--- config.mk ---
export PLATFORM = sky130hd
export DESIGN_NAME = retire_multi_flat
export DESIGN_NICKNAME = d
export VERILOG_FILES = /design/src/rtl/retire_multi_if.sv /design/src/rtl/retire_multi.sv /design/src/flat_wrapper.sv
export SDC_FILE = /design/constraint.sdc
export NUM_CORES = 1
export LEC_CHECK = 0
export BUFFER_PORTS_ARGS = -buffer_cell sky130_fd_sc_hd__buf_2
export CAP_MARGIN = 20
export CORE_ASPECT_RATIO = 0.8
export CORE_MARGIN = 2
export CORE_UTILIZATION = 38
export CTS_BUF_LIST = sky130_fd_sc_hd__clkbuf_8
export DETAILED_ROUTE_END_ITERATION = 12
export PLACE_DENSITY = 0.78
export SLEW_MARGIN = 0
export SYNTH_ARGS = -nofsm -noshare
export SYNTH_HDL_FRONTEND = slang
export SYNTH_SLANG_ARGS = --single-unit
--- constraint.sdc ---
create_clock -name clk -period 3.2 [get_ports clk]
set_input_delay 0.48 -clock clk [delete_from_list [all_inputs] [get_ports clk]]
set_output_delay 0.48 -clock clk [all_outputs]
set_load 0.03 [all_outputs]
--- src/rtl/retire_multi_if.sv ---
// rtl/retire_multi_if.sv - ROB head window, register/memory commit and status bundle for retire_multi
interface retire_multi_if #(
  parameter int WIDTH = 2,
  parameter int XLEN  = 32,
  parameter int RAW   = 5,
  parameter int TAGW  = 4,
  parameter int CNTW  = 32
);
  localparam int PW = $clog2(WIDTH + 1);

  logic [WIDTH-1:0]      head_valid;
  logic [WIDTH-1:0]      head_ready;
  logic [WIDTH-1:0]      head_regwr;
  logic [WIDTH-1:0]      head_memwr;
  logic [WIDTH-1:0]      head_mispredict;
  logic [WIDTH*RAW-1:0]  head_rd;
  logic [WIDTH*XLEN-1:0] head_value;
  logic [WIDTH*TAGW-1:0] head_tag;
  logic                  st_ack;

  logic [WIDTH-1:0]      regwr;
  logic [WIDTH*RAW-1:0]  rd;
  logic [WIDTH*XLEN-1:0] value;
  logic [WIDTH-1:0]      retire_valid;
  logic [WIDTH*TAGW-1:0] retire_tag;
  logic [PW-1:0]         rob_pop;
  logic                  st_req;
  logic [TAGW-1:0]       st_tag;
  logic [XLEN-1:0]       st_data;
  logic                  flush;
  logic [CNTW-1:0]       retired_count;

  modport master (
    output head_valid, head_ready, head_regwr, head_memwr, head_mispredict,
    output head_rd, head_value, head_tag, st_ack,
    input  regwr, rd, value, retire_valid, retire_tag, rob_pop,
    input  st_req, st_tag, st_data, flush, retired_count
  );

  modport slave (
    input  head_valid, head_ready, head_regwr, head_memwr, head_mispredict,
    input  head_rd, head_value, head_tag, st_ack,
    output regwr, rd, value, retire_valid, retire_tag, rob_pop,
    output st_req, st_tag, st_data, flush, retired_count
  );
endinterface

--- src/rtl/retire_multi.sv ---
// rtl/retire_multi.sv - in-order multi-slot commit stage with store handshake and mispredict flush
module retire_multi #(
  parameter int WIDTH = 2,
  parameter int XLEN  = 32,
  parameter int RAW   = 5,
  parameter int TAGW  = 4,
  parameter int CNTW  = 32
) (
  input  logic          clk,
  input  logic          reset,
  retire_multi_if.slave bus
);
  localparam int PW = $clog2(WIDTH + 1);

  typedef enum logic [1:0] {
    S_IDLE       = 2'd0,
    S_STORE_WAIT = 2'd1,
    S_FLUSH      = 2'd2
  } state_t;

  state_t            state_q, state_d;
  logic [TAGW-1:0]   st_tag_q, st_tag_d;
  logic [XLEN-1:0]   st_data_q, st_data_d;
  logic [CNTW-1:0]   count_q, count_d;

  logic [WIDTH-1:0]      commit;
  logic                  blocked;
  logic [WIDTH-1:0]      regwr_c;
  logic [WIDTH*RAW-1:0]  rd_c;
  logic [WIDTH*XLEN-1:0] value_c;
  logic [WIDTH*TAGW-1:0] tag_c;
  logic [PW-1:0]         pop_c;

  always_ff @(posedge clk or posedge reset) begin
    if (reset) begin
      state_q   <= S_IDLE;
      st_tag_q  <= '0;
      st_data_q <= '0;
      count_q   <= '0;
    end else begin
      state_q   <= state_d;
      st_tag_q  <= st_tag_d;
      st_data_q <= st_data_d;
      count_q   <= count_d;
    end
  end

  // Walk the head window oldest-first; the first slot that cannot commit,
  // a store, or a committing mispredict closes the prefix for this cycle.
  always_comb begin
    state_d   = state_q;
    st_tag_d  = st_tag_q;
    st_data_d = st_data_q;
    commit    = '0;
    blocked   = 1'b0;
    case (state_q)
      S_IDLE: begin
        for (int i = 0; i < WIDTH; i++) begin
          if (!blocked) begin
            if (!(bus.head_valid[i] && bus.head_ready[i])) begin
              blocked = 1'b1;
            end else if (bus.head_memwr[i]) begin
              blocked = 1'b1;
              if (i == 0) begin
                state_d   = S_STORE_WAIT;
                st_tag_d  = bus.head_tag[0 +: TAGW];
                st_data_d = bus.head_value[0 +: XLEN];
              end
            end else begin
              commit[i] = 1'b1;
              if (bus.head_mispredict[i]) begin
                blocked = 1'b1;
                state_d = S_FLUSH;
              end
            end
          end
        end
      end
      S_STORE_WAIT: begin
        if (bus.st_ack && bus.head_valid[0]) begin
          commit[0] = 1'b1;
          state_d   = S_IDLE;
        end
      end
      S_FLUSH: state_d = S_IDLE;
      default: state_d = S_IDLE;
    endcase
  end

  // Commit-side datapath; the store itself never writes the register file.
  always_comb begin
    regwr_c = '0;
    rd_c    = '0;
    value_c = '0;
    tag_c   = '0;
    pop_c   = '0;
    for (int i = 0; i < WIDTH; i++) begin
      if (commit[i]) begin
        regwr_c[i]                = bus.head_regwr[i] && (state_q == S_IDLE);
        rd_c[i*RAW +: RAW]        = bus.head_rd[i*RAW +: RAW];
        value_c[i*XLEN +: XLEN]   = bus.head_value[i*XLEN +: XLEN];
        tag_c[i*TAGW +: TAGW]     = bus.head_tag[i*TAGW +: TAGW];
        pop_c                     = pop_c + PW'(1);
      end
    end
  end

  assign count_d = count_q + CNTW'(pop_c);

  assign bus.regwr         = regwr_c;
  assign bus.rd            = rd_c;
  assign bus.value         = value_c;
  assign bus.retire_valid  = commit;
  assign bus.retire_tag    = tag_c;
  assign bus.rob_pop       = pop_c;
  assign bus.st_req        = (state_q == S_STORE_WAIT);
  assign bus.st_tag        = st_tag_q;
  assign bus.st_data       = st_data_q;
  assign bus.flush         = (state_q == S_FLUSH);
  assign bus.retired_count = count_q;
endmodule

--- src/flat_wrapper.sv ---
// flat-port wrapper written by rule: the top's interface ports become plain ports
module retire_multi_flat 
#(
  parameter int WIDTH = 2,
  parameter int XLEN  = 32,
  parameter int RAW   = 5,
  parameter int TAGW  = 4,
  parameter int CNTW  = 32
)
  (clk, reset, bus_head_valid, bus_head_ready, bus_head_regwr, bus_head_memwr, bus_head_mispredict, bus_head_rd, bus_head_value, bus_head_tag, bus_st_ack, bus_regwr, bus_rd, bus_value, bus_retire_valid, bus_retire_tag, bus_rob_pop, bus_st_req, bus_st_tag, bus_st_data, bus_flush, bus_retired_count);
  retire_multi_if #(.WIDTH(WIDTH), .XLEN(XLEN), .RAW(RAW), .TAGW(TAGW), .CNTW(CNTW)) bus_i ();
  input  logic clk;
  input  logic reset;
  input wire logic [$bits(bus_i.head_valid)-1:0] bus_head_valid;
  input wire logic [$bits(bus_i.head_ready)-1:0] bus_head_ready;
  input wire logic [$bits(bus_i.head_regwr)-1:0] bus_head_regwr;
  input wire logic [$bits(bus_i.head_memwr)-1:0] bus_head_memwr;
  input wire logic [$bits(bus_i.head_mispredict)-1:0] bus_head_mispredict;
  input wire logic [$bits(bus_i.head_rd)-1:0] bus_head_rd;
  input wire logic [$bits(bus_i.head_value)-1:0] bus_head_value;
  input wire logic [$bits(bus_i.head_tag)-1:0] bus_head_tag;
  input wire logic [$bits(bus_i.st_ack)-1:0] bus_st_ack;
  output wire logic [$bits(bus_i.regwr)-1:0] bus_regwr;
  output wire logic [$bits(bus_i.rd)-1:0] bus_rd;
  output wire logic [$bits(bus_i.value)-1:0] bus_value;
  output wire logic [$bits(bus_i.retire_valid)-1:0] bus_retire_valid;
  output wire logic [$bits(bus_i.retire_tag)-1:0] bus_retire_tag;
  output wire logic [$bits(bus_i.rob_pop)-1:0] bus_rob_pop;
  output wire logic [$bits(bus_i.st_req)-1:0] bus_st_req;
  output wire logic [$bits(bus_i.st_tag)-1:0] bus_st_tag;
  output wire logic [$bits(bus_i.st_data)-1:0] bus_st_data;
  output wire logic [$bits(bus_i.flush)-1:0] bus_flush;
  output wire logic [$bits(bus_i.retired_count)-1:0] bus_retired_count;
  assign bus_i.head_valid = bus_head_valid;
  assign bus_i.head_ready = bus_head_ready;
  assign bus_i.head_regwr = bus_head_regwr;
  assign bus_i.head_memwr = bus_head_memwr;
  assign bus_i.head_mispredict = bus_head_mispredict;
  assign bus_i.head_rd = bus_head_rd;
  assign bus_i.head_value = bus_head_value;
  assign bus_i.head_tag = bus_head_tag;
  assign bus_i.st_ack = bus_st_ack;
  assign bus_regwr = bus_i.regwr;
  assign bus_rd = bus_i.rd;
  assign bus_value = bus_i.value;
  assign bus_retire_valid = bus_i.retire_valid;
  assign bus_retire_tag = bus_i.retire_tag;
  assign bus_rob_pop = bus_i.rob_pop;
  assign bus_st_req = bus_i.st_req;
  assign bus_st_tag = bus_i.st_tag;
  assign bus_st_data = bus_i.st_data;
  assign bus_flush = bus_i.flush;
  assign bus_retired_count = bus_i.retired_count;
  retire_multi #(.WIDTH(WIDTH), .XLEN(XLEN), .RAW(RAW), .TAGW(TAGW), .CNTW(CNTW)) u_core (.clk(clk), .reset(reset), .bus(bus_i));
endmodule
==> flow_summary_export.csv, run 1 <==
group,metric,value,unit
critical_path,crit_slowest_cell,"or4b_4",
layout,regArea,1750,um2
place,globalplace.congestion,0.880,
drt,avgRoutedWirePerCell,15.4,um
floorplan,dieHeight,90.5,um
layout,multiInputGateArea,1790,um2
clocking,root_buffer,"clkbuf_8",
layout,drive_gt1_share,56.9,%
critical_path,cp-start-kind,"flop",
yosys,synth_nets,417,
yosys,syn-cell-area,3560,um2
yosys,synth_cell_type_count,32,
clocking,h-tree-depth,3,
layout,utilization,58.2,%
place,dpl.hpwl,8440,um
clocking,cts_buffers,9,
outcome,status,"finished, final reports clean",
yosys,synthCells,318,
flow_run,maxCapViolations,0,
clocking,cts_sinks,70,
timing,maxSlewViolCount,0,
timing,slew-limit-headroom,49.9,%
pwr,power.density,537,nW/um2
critical_path,slowest_delay,590,ps
pwr,ir_drop,363,uV
critical_path,critical_path_class,"flop to flop",
drt,drt.antenna.violating_nets,0,
critical_path,crit_arrival,3300,ps
yosys,synth_top_area_share,49.3,%
floorplan,row_count,31,
timing,skew,9.88,ps
yosys,yosys_most_used_dff,"dfrtp_1",
critical_path,critPathMaxFanout,6,
timing,hold_violations,0,
drt,dr.pass1.iters,4,
critical_path,worst_path_most_repeated_cell,"ha_4",
yosys,synth-edff-count,0,
floorplan,start_util,39.2,%
timing,tightest_slew,751,ps
yosys,ys_async_sr_fraction,100,%
layout,layout.nets,679,
grt,grt_pass1_wl,17300,um
floorplan,coreArea,9080,um2
floorplan,dieArea,10200,um2
yosys,syn_avg_cell_area,11.2,um2
drt,vias,3284,
layout,diodes,0,
floorplan,io_pins,253,
drt,via_per_inst,4.69,
drt,drt-total-wl,10700,um
timing,timing.fmax,0.330,GHz
clocking,clk_pin_slew_worst_paths,80,ps
critical_path,worstPathCellList,"nor2_2, nand4b_1, nor4_4, ha_4, ha_4, inv_2, fa_2, or4b_4, buf_4, nor3_2, xor2_1",
layout,fillers,793,
pwr,p_leak,3.02,nW
drt,drc,0,
grt,overflow,0,
yosys,synth.area.top_cells,"dfrtp_1, and2_1, mux2_2",
clocking,clkLatencyLatePin,350,ps
place,dp.cells,680,
yosys,synth-warning-count,0,
layout,fin_cells,700,
yosys,synth-seq-cells,70,
clocking,cts_tree,"yes",
timing,rsz0062_at_grt,"no",
critical_path,crit_path_end_kind,"flop",
pwr,p_total,2.84,mW
hold_path,min_path_type,"input pin to async pin",
layout,area_growth_syn_to_layout,48.6,%
grt,grt_pass1_vias,3280,
place,portBuffers,252,
drt,drtIter0Drc,188,
grt,antenna_found_initial,0,
clocking,cts_max_path_buffers,2,
grt,grt_max_degree,44,
timing,finalSetupViolCount,0,
yosys,ys_seq_area_share,49.3,%
timing,fin_tns_setup,0,ps
timing,period_minus_slack,3030,ps
yosys,synth_top_area_cell,"dfrtp_1",
timing,finalCritPeriodShare,94.8,%
grt,track_usage,21.3,%
floorplan,die_x,112,um
critical_path,worst_ep_required_time,3470,ps
==> area by class of cell <==
type | instances | area share, %
flip-flops and latches | 70 | 33.2
clock buffers | 11 | 2.87
well taps | 115 | 2.72
repair buffers | 265 | 26.0
inverters | 8 | 0.568
clock inverters | 5 | 0.947
multi-input cells | 226 | 33.8
==> repair_timing <==
| action | in CTS | in global routing |
|---|---|---|
| setup buffers | 0 | 4 |
| pin swaps | 1 | 8 |
| hold buffers | 0 | 0 |
| gates resized for setup | 0 | 2 |
| endpoints found under the setup margin | 1 | 2 |
==> cells in the mapped netlist, drive strengths merged, types with 2 or more instances <==
master,instances
ha,3
and4,4
xnor2,17
nand2,14
nor4,5
nand4,10
a21oi,2
dfrtp,70
nand4b,2
nor3,8
mux2,36
xor2,13
inv,8
clkbuf,13
nor2,7
and2,83
and3,3
nand3,11
==> logic make-up (layout without fill, tap and decap cells) <==
logic type	Yosys count	in the layout	share of synthesized area, %
xor+xnor	30	30	7.39
buf+inv	22	289	2.53
flops	70	70	49.3
fa+ha+maj	4	4	1.62
compound gates	3	3	0.422
mux	36	36	11.4
simple gates	153	153	27.4
==> per-layer routing <==
| metal | part of all wire [%] | GRT usage [%] | up-vias | wire length, um |
|---|---|---|---|---|
| met5 | 0 | 0 | - | 0 |
| met4 | 1.6 | 6.81 | 0 | 172 |
| met3 | 7.0 | 6.04 | 15 | 757 |
| met2 | 47 | 33.2 | 135 | 5100 |
| met1 | 44 | 28.8 | 1551 | 4720 |
| li1 | - | - | 1583 | - |
==> power by group <==
group          internal [mW]  total, mW  switching [mW]
Sequential              1.05       1.15          0.0967
Clock                  0.396      0.720           0.324
Combinational          0.333      0.970           0.638
Total                   1.78       2.84            1.06
==> worst max-delay path, delay by kind of cell, from the launching register on <==
family	cells	cell delay, ps
xor gates and xnor gates	1	160
adders and majority gates	3	660
and+or+nand+nor	5	1540
buffers and inverters	2	200
DFF	1	400
==> per-stage QoR <==
step	hold WS, ps	instance area, um2	worst slack (ps)
after floorplan	607	3630	-27.5
after global placement	464	5040	41.4
after detailed placement	469	5040	-125
after CTS	275	5240	44.6
after global routing	309	5280	19.1
final	262	5280	167
==> final timing paths <==
kind / cells past startpoint / slack (ps) / startpoint / endpoint
min reg2reg: 1 / 480 / u_core.bus.retired_count[31] / u_core.bus.retired_count[31]
max reg2reg: 11 / 170 / u_core.state_q[1] / u_core.bus.retired_count[20]
min: 2 / 260 / reset / u_core.bus.st_data[27]
max: 11 / 170 / u_core.state_q[1] / u_core.bus.retired_count[20]
max in group asynchronous: 3 / 2290 / reset / u_core.bus.retired_count[29]
min in group clk: 2 / 360 / bus_head_value[31] / u_core.bus.st_data[31]
==> state kept, by name, summed over array words and instances (netlist names) <==
register,cells
u_core.state_q,2
u_core.bus.st_tag,4
u_core.bus.retired_count,32
u_core.bus.st_data,32
==> layout by cell type, fill, tap and decap left out, types with 2 or more instances in the layout <==
cell and count:
buf_2 252, and2_1 83, dfrtp_1 70, mux2_2 35, xnor2_1 17, nand2_1 14, xor2_1 13, buf_4 12
clkbuf_8 11, nand4_1 10, nand3_1 10, inv_1 8, nor2_1 6, nor4_4 5, nor3_2 5, and4_1 4
nor3_1 3, and3_1 3, nand4b_1 2, a21oi_1 2, inv_2 2, ha_4 2
Power figures use the tool's default switching activity.
==> run 2: changes to the inputs <==
--- a/config.mk
+++ b/config.mk
@@ -7,7 +7,7 @@
 export LEC_CHECK = 0
 export BUFFER_PORTS_ARGS = -buffer_cell sky130_fd_sc_hd__buf_2
 export CAP_MARGIN = 20
-export CORE_ASPECT_RATIO = 0.8
+export CORE_ASPECT_RATIO = 1.25
 export CORE_MARGIN = 2
 export CORE_UTILIZATION = 38
 export CTS_BUF_LIST = sky130_fd_sc_hd__clkbuf_8
==> constraint.sdc (replaced) <==
create_clock -name clk -period 3.2 [get_ports clk]
set_input_delay 0.48 -clock clk [delete_from_list [all_inputs] [get_ports clk]]
set_output_delay 0.48 -clock clk [all_outputs]
set_load 0.01 [all_outputs]
==> run 2 against run 1 <==
Global-route usage is 1.6 points higher. Worst hold slack worse by 71 ps. Flip-flop and latch count stayed put. Combinational power is 32% lower. Register-to-register slack worse by 60 ps. Via count is 4.8% higher. Sequential share of layout area is 0.17 points lower. Largest power group unchanged.
==> flow_summary_export.csv, run 2 (synthesis results as in run 1) <==
group,metric,value,unit
outcome,status,"finished, final reports clean",
timing,hold_violations,0,
critical_path,critPathTopFamily,"simple AND/OR/NAND/NOR gates",
floorplan,dieHeight,112,um
critical_path,crit_path_end_kind,"flop",
timing,timing.fmax,0.323,GHz
drt,drt-total-wl,12100,um
grt,grt_pass1_vias,3235,
timing,maxSlewViolCount,0,
grt,antenna_found_initial,2,
floorplan,io_pins,253,
place,dpl.hpwl,9560,um
timing,tightest_slew,583,ps
clocking,cts_buffers,9,
clocking,clkLatencyLatePin,340,ps
clocking,clk_pin_slew_worst_paths,70,ps
floorplan,row_count,39,
hold_path,min_path_type,"input pin to async pin",
pwr,ir_drop,330,uV
timing,finalCritPeriodShare,96.8,%
place,dp.cells,688,
drt,dr.pass1.iters,4,
timing,slew-limit-headroom,61.0,%
critical_path,crit_arrival,3350,ps
critical_path,crit_slowest_cell,"or4b_4",
critical_path,worst_path_most_repeated_cell,"ha_4",
critical_path,worstPathCellList,"nor2_2, nand4b_1, nor4_4, ha_4, ha_4, inv_1, fa_2, or4b_4, buf_4, nor3_2, xor2_1",
grt,grt_max_degree,45,
timing,setup_slack,103,ps
clocking,cts_tree,"yes",
drt,vias,3443,
critical_path,reg2reg_from,"u_core.state_q[0]",
drt,avgRoutedWirePerCell,17.0,um
critical_path,slowest_delay,580,ps
clocking,cts_sinks,70,
grt,grt_pass1_wl,18000,um
floorplan,start_util,39.0,%
drt,drc,0,
critical_path,worst_ep_required_time,3450,ps
critical_path,rrSetupSlack,100,ps
critical_path,cp-start-kind,"flop",
layout,fin_area,5310,um2
drt,via_per_inst,4.84,
clocking,hold_buffers,0,
floorplan,dieArea,10200,um2
pwr,p_total,2.59,mW
critical_path,path_buf_inv,2,
timing,finalSetupViolCount,0,
critical_path,critPathMaxFanout,6,
place,pre_cts_slack,-56.4,ps
drt,drt.antenna.violating_nets,0,
critical_path,crit-reg2reg-capture,"u_core.bus.retired_count[18]",
place,portBuffers,252,
clocking,h-tree-depth,3,
drt,drtIter0Drc,129,
critical_path,r2r_cells,11,
timing,period_minus_slack,3100,ps
layout,area_growth_syn_to_layout,49.4,%
layout,layout_common_cells,"buf_2, and2_1, dfrtp_1",
clocking,cts_max_path_buffers,2,
layout,drive_gt1_share,57.0,%
clocking,root_buffer,"clkbuf_8",
grt,track_usage,22.9,%
floorplan,coreArea,9130,um2
critical_path,critical_path_class,"flop to flop",
timing,skew,6.23,ps
layout,utilization,58.2,%
place,dpl_cell_area,5030,um2
flow_run,maxCapViolations,0,
place,globalplace.congestion,0.813,
layout,final_common_cell,"buf_2",
timing,fin_tns_setup,0,ps
timing,hold_slack,191,ps
layout,fin_cells,711,
layout,layout.nets,680,
floorplan,die_x,90.5,um
pwr,p_leak,3.02,nW
grt,overflow,0,
pwr,power.density,488,nW/um2
==> run 2: final cells by class <==
class | instances | area, um2
Antenna cell | 2 | 5.00
Clock buffer | 9 | 124
Clock inverter | 7 | 98.8
Fill cell | 808 | 3810
Inverter | 8 | 30.0
Multi-Input combinational cell | 226 | 1780
Sequential cell | 70 | 1750
Tap cell | 123 | 154
Timing Repair Buffer | 266 | 1370
==> run 2: worst reg2reg max path, stage by stage (launching register included) <==
cell and delay (ps):
dfrtp_1 420, nor2_2 140, nand4b_1 200, nor4_4 380, ha_4 210, ha_4 120
inv_1 50, fa_2 350, or4b_4 580, buf_4 200, nor3_2 180, xor2_1 190
==> run 2: worst max path at each step <==
stage | to | startpoint | depth (start not counted)
5_1_grt | u_core.bus.retired_count[18] | u_core.state_q[1] | 11
3_5_place_dp | u_core.bus.retired_count[18] | bus_head_memwr[0] | 11
4_1_cts | u_core.bus.retired_count[30] | u_core.state_q[0] | 10
2_1_floorplan | u_core.bus.retired_count[28] | bus_head_memwr[0] | 11
3_3_place_gp | u_core.bus.retired_count[20] | bus_head_memwr[0] | 11
6_report | u_core.bus.retired_count[18] | u_core.state_q[0] | 11
==> run 2: report_power, final <==
| group | total (mW) | internal (mW) | leakage, nW | switching, mW |
|---|---|---|---|---|
| sequential | 1.15 | 1.05 | 0.887 | 0.104 |
| combinational | 0.659 | 0.329 | 2.03 | 0.329 |
| clock | 0.781 | 0.441 | 0.109 | 0.340 |
| total | 2.59 | 1.82 | 3.02 | 0.773 |
==> run 2: what timing repair did <==
item	in CTS	in global routing
setup buffers	0	5
resized for setup	0	3
endpoints found under the setup margin	0	6
==> run 2: per-layer routing <==
metal | GRT usage, % | vias to the layer above | wire, um | part of all wire (%)
li1 | - | 1587 | - | -
met1 | 28.2 | 1662 | 4670 | 38
met2 | 38.2 | 178 | 6070 | 50
met3 | 7.11 | 16 | 1100 | 9.1
met4 | 7.59 | 0 | 286 | 2.4
met5 | 0 | - | 0 | 0
==> run 3: changes to the inputs <==
--- a/config.mk
+++ b/config.mk
@@ -5,14 +5,16 @@
 export SDC_FILE = /design/constraint.sdc
 export NUM_CORES = 1
 export LEC_CHECK = 0
+export ABC_AREA = 1
 export BUFFER_PORTS_ARGS = -buffer_cell sky130_fd_sc_hd__buf_2
 export CAP_MARGIN = 20
 export CORE_ASPECT_RATIO = 1.25
 export CORE_MARGIN = 2
-export CORE_UTILIZATION = 38
+export CORE_UTILIZATION = 41
 export CTS_BUF_LIST = sky130_fd_sc_hd__clkbuf_8
 export DETAILED_ROUTE_END_ITERATION = 12
-export PLACE_DENSITY = 0.78
+export HOLD_SLACK_MARGIN = 0.03
+export PLACE_DENSITY = 0.79
 export SLEW_MARGIN = 0
 export SYNTH_ARGS = -nofsm -noshare
 export SYNTH_HDL_FRONTEND = slang
==> run 3 against run 2 <==
Power rose by 9.8%. Worst hold slack got worse by 130 ps. Cell area rose by 8.1%. Non-clock buffer count down 9. Clock power is 4.6% lower. Utilization is 1.1 points lower. First-iteration DRC count down 0.78%. Global-route usage fell by 2.2 points. Clock skew is essentially flat. Register-to-register slack better by 420 ps. Critical path type unchanged. Critical endpoint is now u_core.bus.retired_count[20].
==> flow_summary_export.csv, run 3 <==
group,metric,value,unit
yosys,synth_top_area_cell,"dfrtp_1",
critical_path,reg2reg_from,"u_core.state_q[0]",
drt,vias,4248,
place,globalplace.congestion,0.906,
drt,via_per_inst,4.49,
floorplan,die_x,94.7,um
critical_path,rrSetupSlack,520,ps
timing,rsz0062_at_grt,"no",
clocking,hold_buffers,0,
clocking,clk_pin_slew_worst_paths,80,ps
critical_path,critical_path_class,"flop to flop",
grt,grt_pass1_vias,3934,
yosys,yosys_most_used_dff,"dfrtp_1",
drt,drc,0,
drt,drt-total-wl,11500,um
clocking,cts_sinks,70,
timing,tightest_slew,1090,ps
yosys,synth-seq-cells,70,
place,portBuffers,252,
floorplan,io_pins,253,
timing,maxSlewViolCount,0,
floorplan,dieArea,11100,um2
timing,finalCritPeriodShare,83.6,%
pwr,p_total,2.85,mW
yosys,syn_avg_cell_area,7.52,um2
yosys,synthCells,561,
critical_path,crit_path_end_kind,"flop",
yosys,synth_nets,660,
flow_run,maxCapViolations,0,
yosys,synth-warning-count,0,
grt,grt_max_degree,74,
yosys,ys_async_sr_fraction,100,%
pwr,p_switching,1.01,mW
clocking,cts_buffers,9,
yosys,synth_top_area_share,41.5,%
timing,finalSetupViolCount,0,
clocking,clkLatencyLatePin,350,ps
layout,layout.nets,911,
critical_path,crit_arrival,2920,ps
layout,final_common_cell,"buf_2",
hold_path,min_path_type,"input pin to async pin",
critical_path,worst_ep_required_time,3440,ps
pwr,p_int,1.84,mW
critical_path,crit-reg2reg-capture,"u_core.bus.retired_count[20]",
grt,track_usage,20.7,%
timing,hold_violations,0,
pwr,seq_power_share,43.8,%
layout,diodes,0,
pwr,p_comb_share,30.0,%
timing,fin_tns_setup,0,ps
clocking,root_buffer,"clkbuf_8",
pwr,netSwitchingFraction,35.3,%
pwr,p_leak,3.49,nW
drt,drtIter0Drc,128,
floorplan,row_count,41,
yosys,yosysMostFrequentCell,"nand2_1",
pwr,ir_drop,401,uV
layout,layout_common_cells,"buf_2, nand2_1, inv_1",
grt,grt_pass1_wl,18200,um
outcome,status,"finished, final reports clean",
layout,drive_gt1_share,39.0,%
yosys,synth-edff-count,0,
critical_path,r2r_cells,14,
timing,timing.fmax,0.374,GHz
drt,drt.antenna.violating_nets,0,
grt,overflow,0,
floorplan,dieHeight,117,um
critical_path,critPathMaxFanout,5,
pwr,power.density,496,nW/um2
clocking,h-tree-depth,3,
yosys,ys_seq_area_share,41.5,%
critical_path,cp-start-kind,"flop",
yosys,synth_cell_type_count,23,
drt,avgRoutedWirePerCell,12.2,um
timing,skew,6.12,ps
floorplan,start_util,41.9,%
yosys,synthTopCellsByCount,"nand2_1, inv_1, nor2_1",
layout,area_growth_syn_to_layout,36.2,%
clocking,postCtsSetupBuffers,0,
pwr,clkPwrFrac,26.2,%
clocking,cts-resized-gates,0,
timing,period_minus_slack,2680,ps
drt,dr.pass1.iters,4,
timing,slew-limit-headroom,27.0,%
floorplan,coreArea,10100,um2
yosys,syn-cell-area,4220,um2
clocking,cts_tree,"yes",
place,dpl.hpwl,9300,um
yosys,synth.area.top_cells,"dfrtp_1, nand2_1, nor2_4",
clocking,cts_max_path_buffers,2,
grt,antenna_found_initial,0,
==> run 3: worst max path at each step <==
stage	from	to	slack, ps	cells after the start
after CTS	u_core.state_q[0]	u_core.bus.retired_count[20]	490	15
after global placement	bus_head_valid[0]	u_core.bus.retired_count[20]	380	16
final	u_core.state_q[0]	u_core.bus.retired_count[20]	520	14
after floorplan	bus_head_ready[0]	u_core.bus.retired_count[28]	310	17
after global routing	u_core.state_q[0]	u_core.bus.retired_count[20]	240	15
after detailed placement	bus_head_valid[0]	u_core.bus.retired_count[20]	300	16
==> run 3: per-stage QoR <==
stage                     util, %  cell area [um2]  setup slack [ps]  hold WS (ps)  std cells
after detailed placement     55.1             5540               304           432        930
after global routing         57.1             5740               244          58.8        946
after CTS                    57.1             5740               493          44.1        946
final                        57.1             5740               525          62.2        946
after floorplan                 -             4220               309           519        561
after global placement       55.1             5540               378           426        930
==> run 3: critical path: stages, from the launching register on <==
cell,delay (ps)
dfrtp_1,400
nor2_2,210
nand2_1,90
or2_4,250
inv_1,70
ha_1,130
ha_1,180
inv_1,60
fa_1,440
nor2_1,190
nand2_1,150
nor2_2,210
nand2_1,80
nand2_1,60
nand2_1,50
==> run 3: per-layer routing <==
metal	part of all wire [%]	global-route usage, %	wire length [um]	vias up
met5	0	0	0	-
met4	2.9	9.06	337	0
met3	10	5.84	1170	20
met2	49	35.5	5670	208
met1	38	23.5	4370	1872
li1	-	-	-	2148
==> run 3: power groups by stage <==
stage	clock network [mW]	logic (mW)	registers, mW
after floorplan	0	0.338	1.36
after global placement	0	0.853	1.26
after detailed placement	0	0.871	1.25
after CTS	0.765	0.871	1.25
after global routing	0.804	0.948	1.28
final	0.745	0.854	1.25
==> run 3: cells by family after synthesis <==
logic type                 count (synthesis)  share of synthesized area (%)
buffers and inverters                    123                           12.8
and+or+nand+nor                          312                           36.8
xor gates and xnor gates                  15                           3.12
adders and majority gates                  4                           1.37
AOI/OAI and AO/OA                         37                           4.39
DFF                                       70                           41.5
==> run 3: cell type report <==
type                    count  area, um2
clock inverters             6       68.8
repair buffers            257       1300
multi-input cells         368       1930
fillers                   967       4310
clock buffers              10        138
well taps                 129        161
inverters                 106        398
flip-flops and latches     70       1750
